**src/rtl/time_set_ctrl.sv**
```systemverilog
// Button sequencer for the clock: RUN/SET_HOUR/SET_MIN mode, 1 Hz tick, adjust pulses with auto-repeat, blink.
// Latency: a button level acts 3 edges after its first sample, and every output is registered; there is no backpressure.
module time_set_ctrl #(
    parameter int TICK_CYCLES   = 50000000,
    parameter int HOLD_CYCLES   = 25000000,
    parameter int REPEAT_CYCLES = 5000000,
    parameter int BLINK_CYCLES  = 12500000
) (
    input  logic       CLOCK_50,
    input  logic       reset,
    input  logic       set_btn,
    input  logic       hour_btn,
    input  logic       minute_btn,
    output logic [1:0] mode,
    output logic       sec_tick,
    output logic       inc_hour,
    output logic       inc_min,
    output logic       clr_sec,
    output logic       blank_hour,
    output logic       blank_min,
    output logic       LEDR
);
    localparam logic [1:0] RUN      = 2'b00;
    localparam logic [1:0] SET_HOUR = 2'b01;
    localparam logic [1:0] SET_MIN  = 2'b10;

    localparam int RMAX = (HOLD_CYCLES > REPEAT_CYCLES) ? HOLD_CYCLES : REPEAT_CYCLES;
    localparam int TW   = (TICK_CYCLES  > 1) ? $clog2(TICK_CYCLES)  : 1;
    localparam int RW   = (RMAX         > 1) ? $clog2(RMAX)         : 1;
    localparam int BW   = (BLINK_CYCLES > 1) ? $clog2(BLINK_CYCLES) : 1;

    // Button bit order: [0] set, [1] hour, [2] minute
    logic [2:0]    s1_q, s2_q, lvl_q, edge_q;
    logic [1:0]    mode_q, mode_d;
    logic          run_q;
    logic [TW-1:0] tick_cnt_q, tick_cnt_d;
    logic [RW-1:0] rep_cnt_q, rep_cnt_d;
    logic          rep_on_q, rep_on_d, rep_fast_q, rep_fast_d;
    logic [BW-1:0] blk_cnt_q, blk_cnt_d;
    logic          phase_q, phase_d;
    logic          sec_tick_q, inc_hour_q, inc_min_q, clr_sec_q;
    logic          blank_hour_q, blank_min_q, ledr_q;
    logic          set_ev, act_edge, act_lvl, rep_exp, fire, tick_en;

    assign set_ev   = edge_q[0];
    assign act_edge = ((mode_q == SET_HOUR) & edge_q[1]) | ((mode_q == SET_MIN) & edge_q[2]);
    assign act_lvl  = ((mode_q == SET_HOUR) & lvl_q[1])  | ((mode_q == SET_MIN) & lvl_q[2]);
    assign rep_exp  = rep_on_q & (rep_cnt_q == (rep_fast_q ? RW'(REPEAT_CYCLES - 1) : RW'(HOLD_CYCLES - 1)));
    // A set edge always wins over an adjust edge or a repeat expiry in the same cycle
    assign fire     = ~set_ev & act_lvl & (act_edge | rep_exp);

    always_comb begin
        mode_d = mode_q;
        if (set_ev) begin
            case (mode_q)
                RUN:      mode_d = SET_HOUR;
                SET_HOUR: mode_d = SET_MIN;
                default:  mode_d = RUN;
            endcase
        end
    end

    always_comb begin
        rep_on_d   = rep_on_q;
        rep_cnt_d  = rep_cnt_q;
        rep_fast_d = rep_fast_q;
        if (set_ev || !act_lvl) begin
            rep_on_d   = 1'b0;
            rep_cnt_d  = '0;
            rep_fast_d = 1'b0;
        end else if (fire) begin
            rep_on_d   = 1'b1;
            rep_cnt_d  = '0;
            rep_fast_d = ~act_edge;
        end else if (rep_on_q) begin
            rep_cnt_d  = rep_cnt_q + RW'(1);
        end
    end

    // run_q delays counting by one edge, so the first tick lands TICK_CYCLES edges after RUN starts
    always_comb begin
        tick_en    = run_q & (mode_q == RUN) & (mode_d == RUN);
        tick_cnt_d = '0;
        if (tick_en) begin
            tick_cnt_d = (tick_cnt_q == TW'(TICK_CYCLES - 1)) ? '0 : tick_cnt_q + TW'(1);
        end
    end

    always_comb begin
        blk_cnt_d = '0;
        phase_d   = 1'b0;
        if (mode_d != RUN && mode_d == mode_q) begin
            if (blk_cnt_q == BW'(BLINK_CYCLES - 1)) begin
                phase_d = ~phase_q;
            end else begin
                blk_cnt_d = blk_cnt_q + BW'(1);
                phase_d   = phase_q;
            end
        end
    end

    always_ff @(posedge CLOCK_50 or negedge reset) begin
        if (!reset) begin
            s1_q         <= '0;
            s2_q         <= '0;
            lvl_q        <= '0;
            edge_q       <= '0;
            mode_q       <= RUN;
            run_q        <= 1'b0;
            tick_cnt_q   <= '0;
            rep_cnt_q    <= '0;
            rep_on_q     <= 1'b0;
            rep_fast_q   <= 1'b0;
            blk_cnt_q    <= '0;
            phase_q      <= 1'b0;
            sec_tick_q   <= 1'b0;
            inc_hour_q   <= 1'b0;
            inc_min_q    <= 1'b0;
            clr_sec_q    <= 1'b0;
            blank_hour_q <= 1'b0;
            blank_min_q  <= 1'b0;
            ledr_q       <= 1'b0;
        end else begin
            s1_q         <= {minute_btn, hour_btn, set_btn};
            s2_q         <= s1_q;
            lvl_q        <= s2_q;
            edge_q       <= s2_q & ~lvl_q;
            mode_q       <= mode_d;
            run_q        <= (mode_q == RUN);
            tick_cnt_q   <= tick_cnt_d;
            rep_cnt_q    <= rep_cnt_d;
            rep_on_q     <= rep_on_d;
            rep_fast_q   <= rep_fast_d;
            blk_cnt_q    <= blk_cnt_d;
            phase_q      <= phase_d;
            sec_tick_q   <= tick_en & (tick_cnt_d == TW'(TICK_CYCLES - 1));
            inc_hour_q   <= fire & (mode_q == SET_HOUR);
            inc_min_q    <= fire & (mode_q == SET_MIN);
            clr_sec_q    <= set_ev & (mode_q == RUN);
            blank_hour_q <= (mode_d == SET_HOUR) & phase_d;
            blank_min_q  <= (mode_d == SET_MIN) & phase_d;
            ledr_q       <= (mode_d != RUN);
        end
    end

    assign mode       = mode_q;
    assign sec_tick   = sec_tick_q;
    assign inc_hour   = inc_hour_q;
    assign inc_min    = inc_min_q;
    assign clr_sec    = clr_sec_q;
    assign blank_hour = blank_hour_q;
    assign blank_min  = blank_min_q;
    assign LEDR       = ledr_q;
endmodule

```
**config.mk**
```make
export PLATFORM = sky130hd
export DESIGN_NAME = time_set_ctrl
export DESIGN_NICKNAME = d
export VERILOG_FILES = /design/src/rtl/time_set_ctrl.sv
export SDC_FILE = /design/constraint.sdc
export NUM_CORES = 1
export LEC_CHECK = 0
export BUFFER_PORTS_ARGS = -buffer_cell sky130_fd_sc_hd__buf_2
export CORE_MARGIN = 3
export CORE_UTILIZATION = 30
export CTS_CLUSTER_SIZE = 16
export DETAILED_ROUTE_END_ITERATION = 7
export PLACE_DENSITY = 0.55
export SYNTH_ARGS = -nofsm -noshare
export SYNTH_HDL_FRONTEND = slang
export SYNTH_SLANG_ARGS = --single-unit
```
**constraint.sdc**
```tcl
create_clock -name CLOCK_50 -period 3.8 [get_ports CLOCK_50]
set_input_delay 0.95 -clock CLOCK_50 [delete_from_list [all_inputs] [get_ports CLOCK_50]]
set_output_delay 0.95 -clock CLOCK_50 [all_outputs]
set_load 0.01 [all_outputs]
```
* Yosys cells after proc, flatten, opt, wreduce, memory -nomap -nowiden *
Cells that the tools add are included.
Widths: inputs -> output; s select.

word-level totals
  bits in registers = 100
  latch bits = 0
  memory bits (writable) = 0
  memory bits (read-only) = 0
  output and inout port bits = 9
  memories = 0

operators by class
  add/sub/neg operators = 3
  multipliers = 0
  div/mod/pow operators = 0
  $lt $le $gt $ge = 0
  eq/ne operators = 9
  shift-type cells = 0
  muxes and demuxes = 16
  bitwise gates (word level) = 23
  reduce and logical (&&, ||, !) cells = 8

operators with widths
  kind                   number
  $mux 25                4
  $eq 26x26->1 const B   2
  $mux 26                2
  $mux 24                2
  $add 26x1->26 const B  1
  $add 25x1->25 const B  1
  $eq 25x25->1           1
  $add 24x1->24 const B  1
  $eq 24x24->1 const B   1
  $and 1x1->1            15
  $mux 1                 6
  $eq 2x1->1 const B     2
  $eq 2x2->1 const B     2
  $logic_not 2->1        2
  $pmux 2 s2             1
  $reduce_bool 2->1      2
  $and 3x3->3            1
  $not 1->1              3
  $not 3->3              1
  $or 1x1->1             3
  $reduce_bool 3->1      1
  $eq 2x2->1             1
  $mux 2                 1
  $logic_and 1x1->1      1
  other kinds (2)        2

* Depth between registers and ports, before layout *
Gate-level depths: netlist of the first run.

  depth in word-level cells = 8
  gate-level depth with buffers = 8

* Worst setup path before layout of the first run *
Ideal clock, no wire load.

  path kind = reg2reg
  start = register tick_cnt_q[0]
  end = register sec_tick_q (netlist: sec_tick)
  setup time = 96 ps
  data arrival time = 2575 ps
  data required time = 3704 ps
  setup slack = 1129 ps
  cell stages (with the launch flop) = 9
  buffers on the path = 1
  clock period less this slack = 2671 ps
  path through = dfrtp_1 > ha_1 > nand2_1 > or4_1 > clkbuf_2 > o31a_1 > or3_1 > or4_1 > nor4_2

between the ends
  word-level cells in the longest chain between the ends = 5
  elaborated cells between the ends (all ways) = 6
  classes of those cells = 1 x add/sub; 2 x eq/ne; 2 x mux; 1 x bitwise

RTL lines
  element                                               line  RTL
  from (decl)                                           36    logic [TW-1:0] tick_cnt_q, tick_cnt_d;
  from (signal assigned)                                130   tick_cnt_q <= tick_cnt_d;
  $add 26x1->26 / $eq 26x26->1 (equally long branches)  85    tick_cnt_d = (tick_cnt_q == TW'(TICK_CYCLES - 1)) ? '0 : tick_cnt_q + TW'(1);
  $mux 26 (*)                                           85
  $mux 26 (*)                                           84    if (tick_en) begin
  $eq 26x26->1 (*)                                      136   sec_tick_q <= tick_en & (tick_cnt_d == TW'(TICK_CYCLES - 1));
  $and 1x1->1 (*)                                       136
  to (signal assigned)                                  136
  to (decl)                                             41    logic sec_tick_q, inc_hour_q, inc_min_q, clr_sec_q;

Mark *: on every way between the ends. The rest lies on a longest branch, timed or not.
A chain may end at the register's enable or synchronous reset.

* Worst setup path after layout of the first run *
Same ends and word-level chain as after synthesis.

==> reports/results.txt, run 1 <==
# resized after CTS - 0
Max transition margin - 0.312
Seq cells post-synth - 100
Routed vias - 3480
Worst hold start - s1_q[1]$_DFF_PN0_
Initial Utilization - 0.312
DP Area - 5160 µm²
I/O Buffers - 13
Post-synth top flop - dfrtp_1
Clk pin slew, worst setup/hold paths - 0.07 ns
Top-count cell post-synth - dfrtp_1
ANT nets after route - 0
Yosys top cell by area - dfrtp_1
Grt ovf - 0
Register area share after synthesis - 0.516
Die X-Extent - 133 µm
Total Routing Usage GR - 0.118
Worst path cell trace - ha_1 -> nand2_1 -> or4_1 -> o31a_1 -> or3_1 -> or4_1 -> nor4_2
R2r setup slk - 0.93 ns
Post-CTS Setup Repair Bufs - 0
Core Rows - 45
Area grow syn2layout - 12.5%
Clock skew - 0.0105 ns
Core footprint - 15500 µm²
HPWL Detailed - 6760 µm
NumNets Final - 508
Pwr/cell area - 430 nW/µm²
Inserted Clock Buffers - 9
DRC - 0
Drt first pass iters - 4
Reg2reg path depth - 7
Total power draw - 2.35 mW
CP Data Required Time - 4.06 ns
Achievable Freq - 348 MHz
Status - finished clean
Synth Instances - 488
Most common library cells after synthesis - dfrtp_1, nor2_1, xor2_1
Setup-failing EPs final - 0
Mapped Area - 4850 µm²
Wire per inst - 13.4 µm
CP endpoint kind - register
Worst hold stages - 0
Detailed router's first-iteration violation count - 188
I/O pins - 14
R2R Path Start - tick_cnt_q[0]$_DFF_PN0_
Max-capacitance violation count - 0
Final-report hold violation count - 0
Class of the worst hold path - reg -> reg
Crit path max-delay cell type - or4_1
# H-tree levels - 3
Setup tns final - 0 ns
Final cell area excluding filler cells - 5460 µm²
GP Congestion - 0.862
CP peak stage delay - 0.68 ns
DIE HEIGHT - 133 µm
Number of vias per cell - 4.86
Initial antenna violation count - 0
EDFF count, synth - 0
CTS tree - yes
Diodes inserted - 0
Vias in the first global route - 3480
Critical path fanouts, max - 7
Fin crit share - 0.756
Syn Area/Cell - 9.95 µm²
Most frequent CP cell - or4_1
Synth warn - 0
Hold_buf cts - 0
Post-synth top area share - 0.516
Global-route wire length before repair - 17000 µm
Skew-Pair Late Insertion Delay - 0.35 ns
R2R Path End - sec_tick$_DFF_PN0_
Max IR drop VDD - 243 µV
Hold worst-path end - s2_q[1]$_DFF_PN0_
Startpoint class of the critical path - register
WP data arrival - 3.13 ns
Clk buf depth - 2
Fraction of layout cells with a size suffix above 1 - 0.0891
Critical path class - reg -> reg
Unrepaired setup endpoints after global routing - false
Pin count of the biggest net entering global routing - 53
Post-synth net total - 496
Die area - 17700 µm²
Yosys cell types - 50
Root buffer cell - clkbuf_16
Asr flop ratio synth - 1.00
Actual slew at the worst max-slew pin - 1.03 ns
Max-slew violations - 0
Ranking of synthesized cells by area - dfrtp_1, xor2_1, nor2_1
CTS Sinks - 100
Post-Route WL - 9580 µm
Fin crit period - 2.87 ns
Leak - 2.24 nW
## critical path: cells and delay by family (launching register included)
family          cells  cell delay [ns]
compound gates      1             0.34
simple gates        5             1.82
flops               1             0.40
fa+ha+maj           1             0.22
## routing by layer
layer,track usage,vias to the layer above,routed length [µm]
met1,0.159,1693,4710
met3,0.0276,16,245
met5,0,-,0
met2,0.183,34,4410
li1,-,1737,-
met4,0.0486,0,214
## cell families (layout without fill, tap and decap cells)
group | count (synthesis) | count (layout) | synth area share
AO/OA/AOI/OAI | 33 | 33 | 0.0503
XOR/XNOR | 68 | 68 | 0.123
adder cells (fa/ha/maj) | 3 | 3 | 0.00773
buffers and inverters | 20 | 37 | 0.0165
flip-flops | 100 | 100 | 0.516
multiplexers | 3 | 3 | 0.00670
AND/OR/NAND/NOR | 261 | 261 | 0.280
## flip-flops by register name, summed over array words and instances, names as in the netlist
register / cells
tick_cnt_q: 26
rep_cnt_q: 25
blk_cnt_q: 24
edge_q: 3
lvl_q: 3
s1_q: 3
s2_q: 3
mode: 2
LEDR: 1
blank_hour: 1
blank_min: 1
clr_sec: 1
inc_hour: 1
inc_min: 1
phase_q: 1
rep_fast_q: 1
rep_on_q: 1
run_q: 1
sec_tick: 1
## how the worst max path moves through the flow
stage | start | endpoint | cells after the start
final | tick_cnt_q[0]$_DFF_PN0_ | sec_tick$_DFF_PN0_ | 7
after global routing | tick_cnt_q[0]$_DFF_PN0_ | sec_tick$_DFF_PN0_ | 7
after CTS | tick_cnt_q[0]$_DFF_PN0_ | sec_tick$_DFF_PN0_ | 7
after detailed placement | tick_cnt_q[0]$_DFF_PN0_ | sec_tick$_DFF_PN0_ | 7
after global placement | tick_cnt_q[0]$_DFF_PN0_ | sec_tick$_DFF_PN0_ | 7
after floorplan | tick_cnt_q[0]$_DFF_PN0_ | sec_tick$_DFF_PN0_ | 8
## placed cells by master, fill, tap and decap left out, types with 5 or more instances in the layout
cell type  count
or4b_2         5
a21oi_1        7
and4_1         6
xnor2_1       20
clkbuf_16      9
inv_1          5
buf_2         12
xor2_1        48
nand4_1       19
nand3b_1       5
or4_1          5
dfrtp_1      100
a31oi_1        5
nor4_1         6
nor2_1        89
nor2b_1        5
nand3_1       38
or3_1          5
nand2_1       36
and3_1        21
## report_power, final
part	internal [mW]	switching, mW	total [mW]
Clock	0.474	0.415	0.889
Sequential	1.11	0.0512	1.16
Combinational	0.0916	0.204	0.295
## through the flow
stage | std cells | utilization | setup slack, ns | hold slack [ns]
after detailed placement | 700 | 0.332 | 0.923 | 0.339
after CTS | 716 | 0.351 | 0.931 | 0.347
final | 716 | 0.351 | 0.928 | 0.342
after global placement | 700 | 0.332 | 0.999 | 0.343
after global routing | 716 | 0.351 | 0.812 | 0.349
after floorplan | 488 | - | 1.13 | 0.331
## final cells by class
| cell class | count | area (µm²) |
|---|---|---|
| sequential | 100 | 2500 |
| fill | 1607 | 10100 |
| timing repair buffer | 16 | 103 |
| clock inverter | 6 | 58.8 |
| tap | 211 | 264 |
| clock buffer | 10 | 239 |
| multi-input combinational | 368 | 2280 |
| inverter | 5 | 18.8 |
Note: power is estimated with default switching activity, not from simulation.
==> run 2, diff against run 1 <==
--- a/config.mk
+++ b/config.mk
@@ -5,6 +5,7 @@
 export SDC_FILE = /design/constraint.sdc
 export NUM_CORES = 1
 export LEC_CHECK = 0
+export ABC_AREA = 1
 export BUFFER_PORTS_ARGS = -buffer_cell sky130_fd_sc_hd__buf_2
 export CORE_MARGIN = 3
 export CORE_UTILIZATION = 30
==> constraint.sdc (replaced) <==
create_clock -name CLOCK_50 -period 3 [get_ports CLOCK_50]
set_input_delay 0.75 -clock CLOCK_50 [delete_from_list [all_inputs] [get_ports CLOCK_50]]
set_output_delay 0.75 -clock CLOCK_50 [all_outputs]
set_load 0.01 [all_outputs]
==> reports/results.txt, run 2 <==
Status - finished clean
Pin count of the biggest net entering global routing - 46 (-13%)
CP endpoint kind - register
Clk pin slew, worst setup/hold paths - 0.07 ns (about the same)
EDFF count, synth - 0 (unchanged)
Actual slew at the worst max-slew pin - 0.529 ns (-0.499 ns)
Routed vias - 4420 (+27%)
Yosys cell types - 43 (-14%)
Worst path cell trace - ha_1 -> nand3_1 -> inv_1 -> nand2_1 -> nor3_1 -> nand3_1 -> nand2_1 -> inv_2 -> o21ai_0 -> nor2_1
R2R Path End - blk_cnt_q[22]$_DFF_PN0_
CTS tree - yes
Clock skew - 0.0122 ns (+0.00166 ns)
Worst hold stages - 0 (unchanged)
Fraction of layout cells with a size suffix above 1 - 0.120 (+0.0305)
Syn Area/Cell - 7.65 µm² (-23%)
I/O pins - 14 (unchanged)
Diodes inserted - 0 (unchanged)
Number of vias per cell - 4.60 (-5.4%)
Most common library cells after synthesis - nand2_1, nor2_1, dfrtp_1
Top-count cell post-synth - nand2_1
Crit path max-delay cell type - nand2_1
Die area - 19700 µm² (+11%)
Largest reg by FF count - tick_cnt_q
Reg2reg path depth - 10 (+3)
Max IR drop VDD - 309 µV (+27%)
Area grow syn2layout - 12.0%
Startpoint class of the critical path - register
CP Data Required Time - 3.24 ns (-0.82 ns)
Asr flop ratio synth - 1.00 (unchanged)
Wire per inst - 12.4 µm (-7.4%)
Most frequent cells in the layout - nand2_1, nor2_1, dfrtp_1
HPWL Detailed - 9030 µm (+34%)
Core footprint - 17500 µm² (+12%)
Worst hold start - s1_q[2]$_DFF_PN0_
Achievable Freq - 494 MHz (+42%)
Drt first pass iters - 5 (+1)
Inst Count DP - 945 (+35%)
Ranking of synthesized cells by area - dfrtp_1, nand2_1, nor2_1
Final-report hold violation count - 0 (unchanged)
Post-synth top flop - dfrtp_1
WP data arrival - 2.26 ns (-0.87 ns)
Setup-failing EPs final - 0 (unchanged)
I/O Buffers - 13 (unchanged)
Most common cell after layout, fill and taps aside - nand2_1
Mapped Area - 5430 µm² (+12%)
Regs by FF count - tick_cnt_q (26), rep_cnt_q (25), blk_cnt_q (24)
Seq cells post-synth - 100 (unchanged)
Root buffer cell - clkbuf_16
Die X-Extent - 141 µm (+5.5%)
Skew-Pair Late Insertion Delay - 0.35 ns (about the same)
Detailed router's first-iteration violation count - 274 (+46%)
Setup tns final - 0 ns (unchanged)
Post-CTS Setup Repair Bufs - 0 (unchanged)
Pwr/cell area - 508 nW/µm² (+18%)
Inserted Clock Buffers - 9 (unchanged)
DIE HEIGHT - 141 µm (+5.5%)
CTS Sinks - 100 (unchanged)
DRC - 0 (unchanged)
Max-capacitance violation count - 0 (unchanged)
Vias in the first global route - 4271 (+23%)
Core Rows - 48 (+6.7%)
Synth Instances - 710 (+45%)
Leak - 2.66 nW (+19%)
Class of the worst hold path - reg -> reg
Yosys top cell by area - dfrtp_1
Register area share after synthesis - 0.461 (-0.0547)
Total Routing Usage GR - 0.129 (+0.0111)
Post-synth top area share - 0.461 (-0.0547)
Unrepaired setup endpoints after global routing - false
R2r setup slk - 0.98 ns (+0.05 ns)
# resized after CTS - 0 (unchanged)
Fillers - 1816 (+13%)
Max-slew violations - 0 (unchanged)
Number of flip-flops under the largest register name - 26 (unchanged)
R2R Path Start - blk_cnt_q[0]$_DFF_PN0_
Fin crit share - 0.675 (-0.0812)
CP peak stage delay - 0.42 ns (-0.26 ns)
Max transition margin - 0.647 (+0.335)
Synth warn - 0 (unchanged)
Grt ovf - 0 (unchanged)
Fin crit period - 2.02 ns (-0.848 ns)
Critical path fanouts, max - 13 (+6)
NumNets Final - 739 (+45%)
ANT nets after route - 0 (unchanged)
GP Congestion - 0.862 (about the same)
Initial Utilization - 0.311 (-0.00168)
Global-route wire length before repair - 20800 µm (+22%)
Initial antenna violation count - 0 (unchanged)
Cell Count, Final, Fillers Out - 961 (+34%)
Hold worst-path end - s2_q[2]$_DFF_PN0_
Clk buf depth - 2 (unchanged)
# H-tree levels - 3 (unchanged)
Critical path class - reg -> reg
Hold_buf cts - 0 (unchanged)
Post-synth net total - 718 (+45%)
Post-Route WL - 11900 µm (+24%)
run 2: cell count changes after synthesis, sizes merged, moves of 18 or more:
| cell | previous run | this run |
|---|---|---|
| xor2 | 48 | 16 |
| and3 | 21 | 0 |
| inv | 5 | 95 |
| nand2 | 36 | 175 |
| nor3 | 3 | 27 |
| nor2 | 89 | 156 |
| xnor2 | 20 | 2 |
run 2: metrics by stage:
stage          hold slack (ns)  setup slack [ns]   util  cell area, µm²  total power, mW
5_1_grt                  0.368             0.663  0.348            6080             3.27
2_1_floorplan            0.331              1.33      -            5430             1.76
4_1_cts                  0.359             0.959  0.348            6080             3.14
3_5_place_dp             0.342             0.981  0.330            5770             1.91
6_report                 0.356             0.976  0.348            6080             3.09
3_3_place_gp             0.339              1.03  0.330            5770             1.90
run 2: worst max path at each step:
stage	from	end	cells past startpoint
finish	blk_cnt_q[0]$_DFF_PN0_	blk_cnt_q[22]$_DFF_PN0_	10
CTS	blk_cnt_q[0]$_DFF_PN0_	blk_cnt_q[22]$_DFF_PN0_	10
global route	rep_cnt_q[0]$_DFFE_PN0P_	rep_cnt_q[0]$_DFFE_PN0P_	10
floorplan	tick_cnt_q[0]$_DFF_PN0_	tick_cnt_q[18]$_DFF_PN0_	8
detailed placement	tick_cnt_q[0]$_DFF_PN0_	sec_tick$_DFF_PN0_	9
global placement	blk_cnt_q[7]$_DFF_PN0_	blk_cnt_q[22]$_DFF_PN0_	7
run 2: cells by family (layout without fill, tap and decap cells):
logic type                 Yosys count  in the layout  share of synthesized area
adders and majority gates            3              3                    0.00691
buffers and inverters              103            129                     0.0747
AOI/OAI and AO/OA                   43             43                     0.0470
and+or+nand+nor                    443            443                      0.380
DFF                                100            100                      0.461
xor gates and xnor gates            18             18                     0.0304
run 2: power by group:
part | switching (mW) | internal (mW)
clock | 0.537 | 0.683
combinational | 0.305 | 0.106
sequential | 0.0487 | 1.41
run 2: critical path: cells and delay by family, from the launching register on:
family | cells | cell delay (ns)
flops | 1 | 0.37
fa+ha+maj | 1 | 0.19
compound gates | 1 | 0.11
buf+inv | 2 | 0.28
simple gates | 6 | 0.96
run 2: layer usage:
layer | wire, µm | GRT usage | up-vias | part of all wire
li1 | - | - | 2297 | -
met1 | 5910 | 0.181 | 2040 | 0.50
met2 | 5430 | 0.202 | 74 | 0.46
met3 | 479 | 0.0328 | 9 | 0.040
met4 | 93 | 0.0275 | 0 | 0.0078
met5 | 0 | 0 | - | 0
run 2: area by class of cell:
type | instances | area [µm²] | area share
multi-input cells | 507 | 2520 | 0.415
flip-flops and latches | 100 | 2500 | 0.412
inverters | 97 | 364 | 0.0599
well taps | 225 | 282 | 0.0463
clock buffers | 11 | 243 | 0.0399
repair buffers | 16 | 103 | 0.0169
clock inverters | 5 | 66.3 | 0.0109
==> run 3, diff against run 2 <==
--- a/config.mk
+++ b/config.mk
@@ -11,7 +11,7 @@
 export CORE_UTILIZATION = 30
 export CTS_CLUSTER_SIZE = 16
 export DETAILED_ROUTE_END_ITERATION = 7
-export PLACE_DENSITY = 0.55
+export PLACE_DENSITY = 0.57
 export SYNTH_ARGS = -nofsm -noshare
 export SYNTH_HDL_FRONTEND = slang
 export SYNTH_SLANG_ARGS = --single-unit
==> constraint.sdc (replaced) <==
create_clock -name CLOCK_50 -period 1.8 [get_ports CLOCK_50]
set_input_delay 0.45 -clock CLOCK_50 [delete_from_list [all_inputs] [get_ports CLOCK_50]]
set_output_delay 0.45 -clock CLOCK_50 [all_outputs]
set_load 0.01 [all_outputs]
==> reports/results.txt, run 3 (synthesis gave the netlist of run 2 again) <==
Status - finished clean
Met2 wire length - 6130 µm (+13%)
R2R Path End - rep_cnt_q[23]$_DFFE_PN0P_
Actual slew at the worst max-slew pin - 0.393 ns (-0.136 ns)
HPWL Detailed - 9310 µm (+3.1%)
Inserted Clock Buffers - 9 (unchanged)
Max-slew violations - 0 (unchanged)
Worst hold stages - 1 (+1)
Routed vias - 4735 (+7.1%)
Total Routing Usage GR - 0.130 (+0.00122)
CP Data Required Time - 2.08 ns (-1.16 ns)
Core Rows - 48 (unchanged)
CTS Sinks - 100 (unchanged)
Detailed router's first-iteration violation count - 302 (+10%)
Critical path fanouts, max - 10 (-3)
Setup tns final - 0 ns (unchanged)
Class of the worst hold path - in -> reg
Core footprint - 17500 µm² (unchanged)
Number of vias per cell - 4.67 (+1.6%)
Startpoint class of the critical path - register
Clk pin slew, worst setup/hold paths - 0.07 ns (about the same)
Die X-Extent - 141 µm (unchanged)
Number of flip-flops under the largest register name - 26 (unchanged)
Most common cell after layout, fill and taps aside - nand2_1
DIE HEIGHT - 141 µm (unchanged)
Clock skew - 0.00894 ns (-0.00324 ns)
Grt ovf - 0 (unchanged)
GP Congestion - 0.853 (-1.0%)
Crit path max-delay cell type - dfrtp_2
# H-tree levels - 3 (unchanged)
DRC - 0 (unchanged)
Max transition margin - 0.736 (+0.0888)
Pin count of the biggest net entering global routing - 60 (+30%)
Fraction of layout cells with a size suffix above 1 - 0.234 (+0.114)
Most frequent cells in the layout - nand2_1, nor2_1, dfrtp_1
Worst hold start - set_btn
Unrepaired setup endpoints after global routing - true
Uppermost layer routed - met4
Skew-Pair Late Insertion Delay - 0.35 ns (about the same)
Wire per inst - 12.9 µm (+3.9%)
Max-capacitance violation count - 0 (unchanged)
CP endpoint kind - register
Pwr/cell area - 819 nW/µm² (+61%)
R2R Path Start - mode[1]$_DFF_PN0_
Initial Utilization - 0.311 (unchanged)
Max IR drop VDD - 690 µV (+120%)
Hold worst-path end - s1_q[0]$_DFF_PN0_
Diodes inserted - 0 (unchanged)
Routed metal-1 wire length - 6220 µm (+5.2%)
Die area - 19700 µm² (unchanged)
WP data arrival - 2.05 ns (-0.21 ns)
I/O Buffers - 13 (unchanged)
CTS tree - yes
Post-Route WL - 13000 µm (+9.5%)
Leak - 2.94 nW (+10%)
Worst path cell trace - inv_2 -> nand2_2 -> o22ai_2 -> nand2_2 -> nor2_4 -> buf_12 -> nand2_4 -> inv_2 -> buf_12 -> nand3_1 -> o21ai_1
Area grow syn2layout - 24.0%
Drt first pass iters - 5 (unchanged)
Regs by FF count - tick_cnt_q (26), rep_cnt_q (25), blk_cnt_q (24)
Global-route wire length before repair - 21100 µm (+1.1%)
Largest reg by FF count - tick_cnt_q
I/O pins - 14 (unchanged)
NumNets Final - 791 (+7.0%)
CP peak stage delay - 0.44 ns (+0.02 ns)
Critical path class - reg -> reg
Hold_ws - 0.205 ns (-0.150 ns)
CP bufs+invs - 4 (+2)
Clk buf depth - 2 (unchanged)
Initial antenna violation count - 0 (unchanged)
Delay-heaviest family, CP - simple AND/OR/NAND/NOR gates
R2r setup slk - 0.03 ns (-0.95 ns)
Reg2reg path depth - 11 (+1)
Fillers - 1808 (-0.44%)
Fin crit share - 0.983 (+0.308)
Root buffer cell - clkbuf_16
Met3 wire length - 537 µm (+12%)
Fin crit period - 1.77 ns (-0.254 ns)
Achievable Freq - 565 MHz (+14%)
ANT nets after route - 0 (unchanged)
Setup-failing EPs final - 0 (unchanged)
Final-report hold violation count - 0 (unchanged)
Vias in the first global route - 4379 (+2.5%)
## run 3: cell type report
cell class	count	area, µm²	area share
well taps	225	282	0.0418
inverters	97	368	0.0546
clock buffers	9	225	0.0334
flip-flops and latches	100	2510	0.373
repair buffers	66	513	0.0762
clock inverters	7	63.8	0.00948
multi-input cells	509	2770	0.412
## run 3: worst max-delay path by stage
stage / start / endpoint / slack (ns) / cells after the start
4_1_cts: tick_cnt_q[0]$_DFF_PN0_ / sec_tick$_DFF_PN0_ / 0.02 / 10
3_3_place_gp: blk_cnt_q[0]$_DFF_PN0_ / blk_cnt_q[22]$_DFF_PN0_ / -0.008 / 8
3_5_place_dp: blk_cnt_q[0]$_DFF_PN0_ / blk_cnt_q[22]$_DFF_PN0_ / 0.008 / 8
2_1_floorplan: tick_cnt_q[0]$_DFF_PN0_ / tick_cnt_q[18]$_DFF_PN0_ / 0.13 / 8
5_1_grt: tick_cnt_q[6]$_DFF_PN0_ / sec_tick$_DFF_PN0_ / -0.06 / 11
6_report: mode[1]$_DFF_PN0_ / rep_cnt_q[23]$_DFFE_PN0P_ / 0.03 / 11
## run 3: per-layer routing
metal  global-route usage  up-vias
met4               0.0321        0
met5                    0        -
met1                0.178     2233
met2                0.206       96
li1                     -     2396
met3               0.0358       10
## run 3: what timing repair did
| item | in CTS | in global routing |
|---|---|---|
| buffers inserted | 0 | 28 |
| resized for setup | 1 | 65 |
| hold buffers | 1 | 0 |
| pin swaps | 0 | 42 |
| gates cloned | 0 | 2 |
| hold endpoints to repair | 7 | 0 |
| setup endpoints to repair | 1 | 36 |
## run 3: per-stage QoR
stage	power, mW	setup WS, ns	cells	utilization	cell area (µm²)
final	5.52	0.0305	1013	0.385	6730
after global routing	5.81	-0.0561	1013	0.385	6730
after CTS	5.29	0.0156	983	0.357	6240
after detailed placement	3.33	0.00839	966	0.340	5940
after global placement	3.33	-0.00819	966	0.340	5940
after floorplan	2.94	0.128	710	-	5430
## run 3: power breakdown
part,total [mW],switching [mW],internal (mW)
combinational,1.15,0.669,0.477
clock,1.93,0.949,0.976
sequential,2.45,0.0975,2.35
total,5.52,1.72,3.80
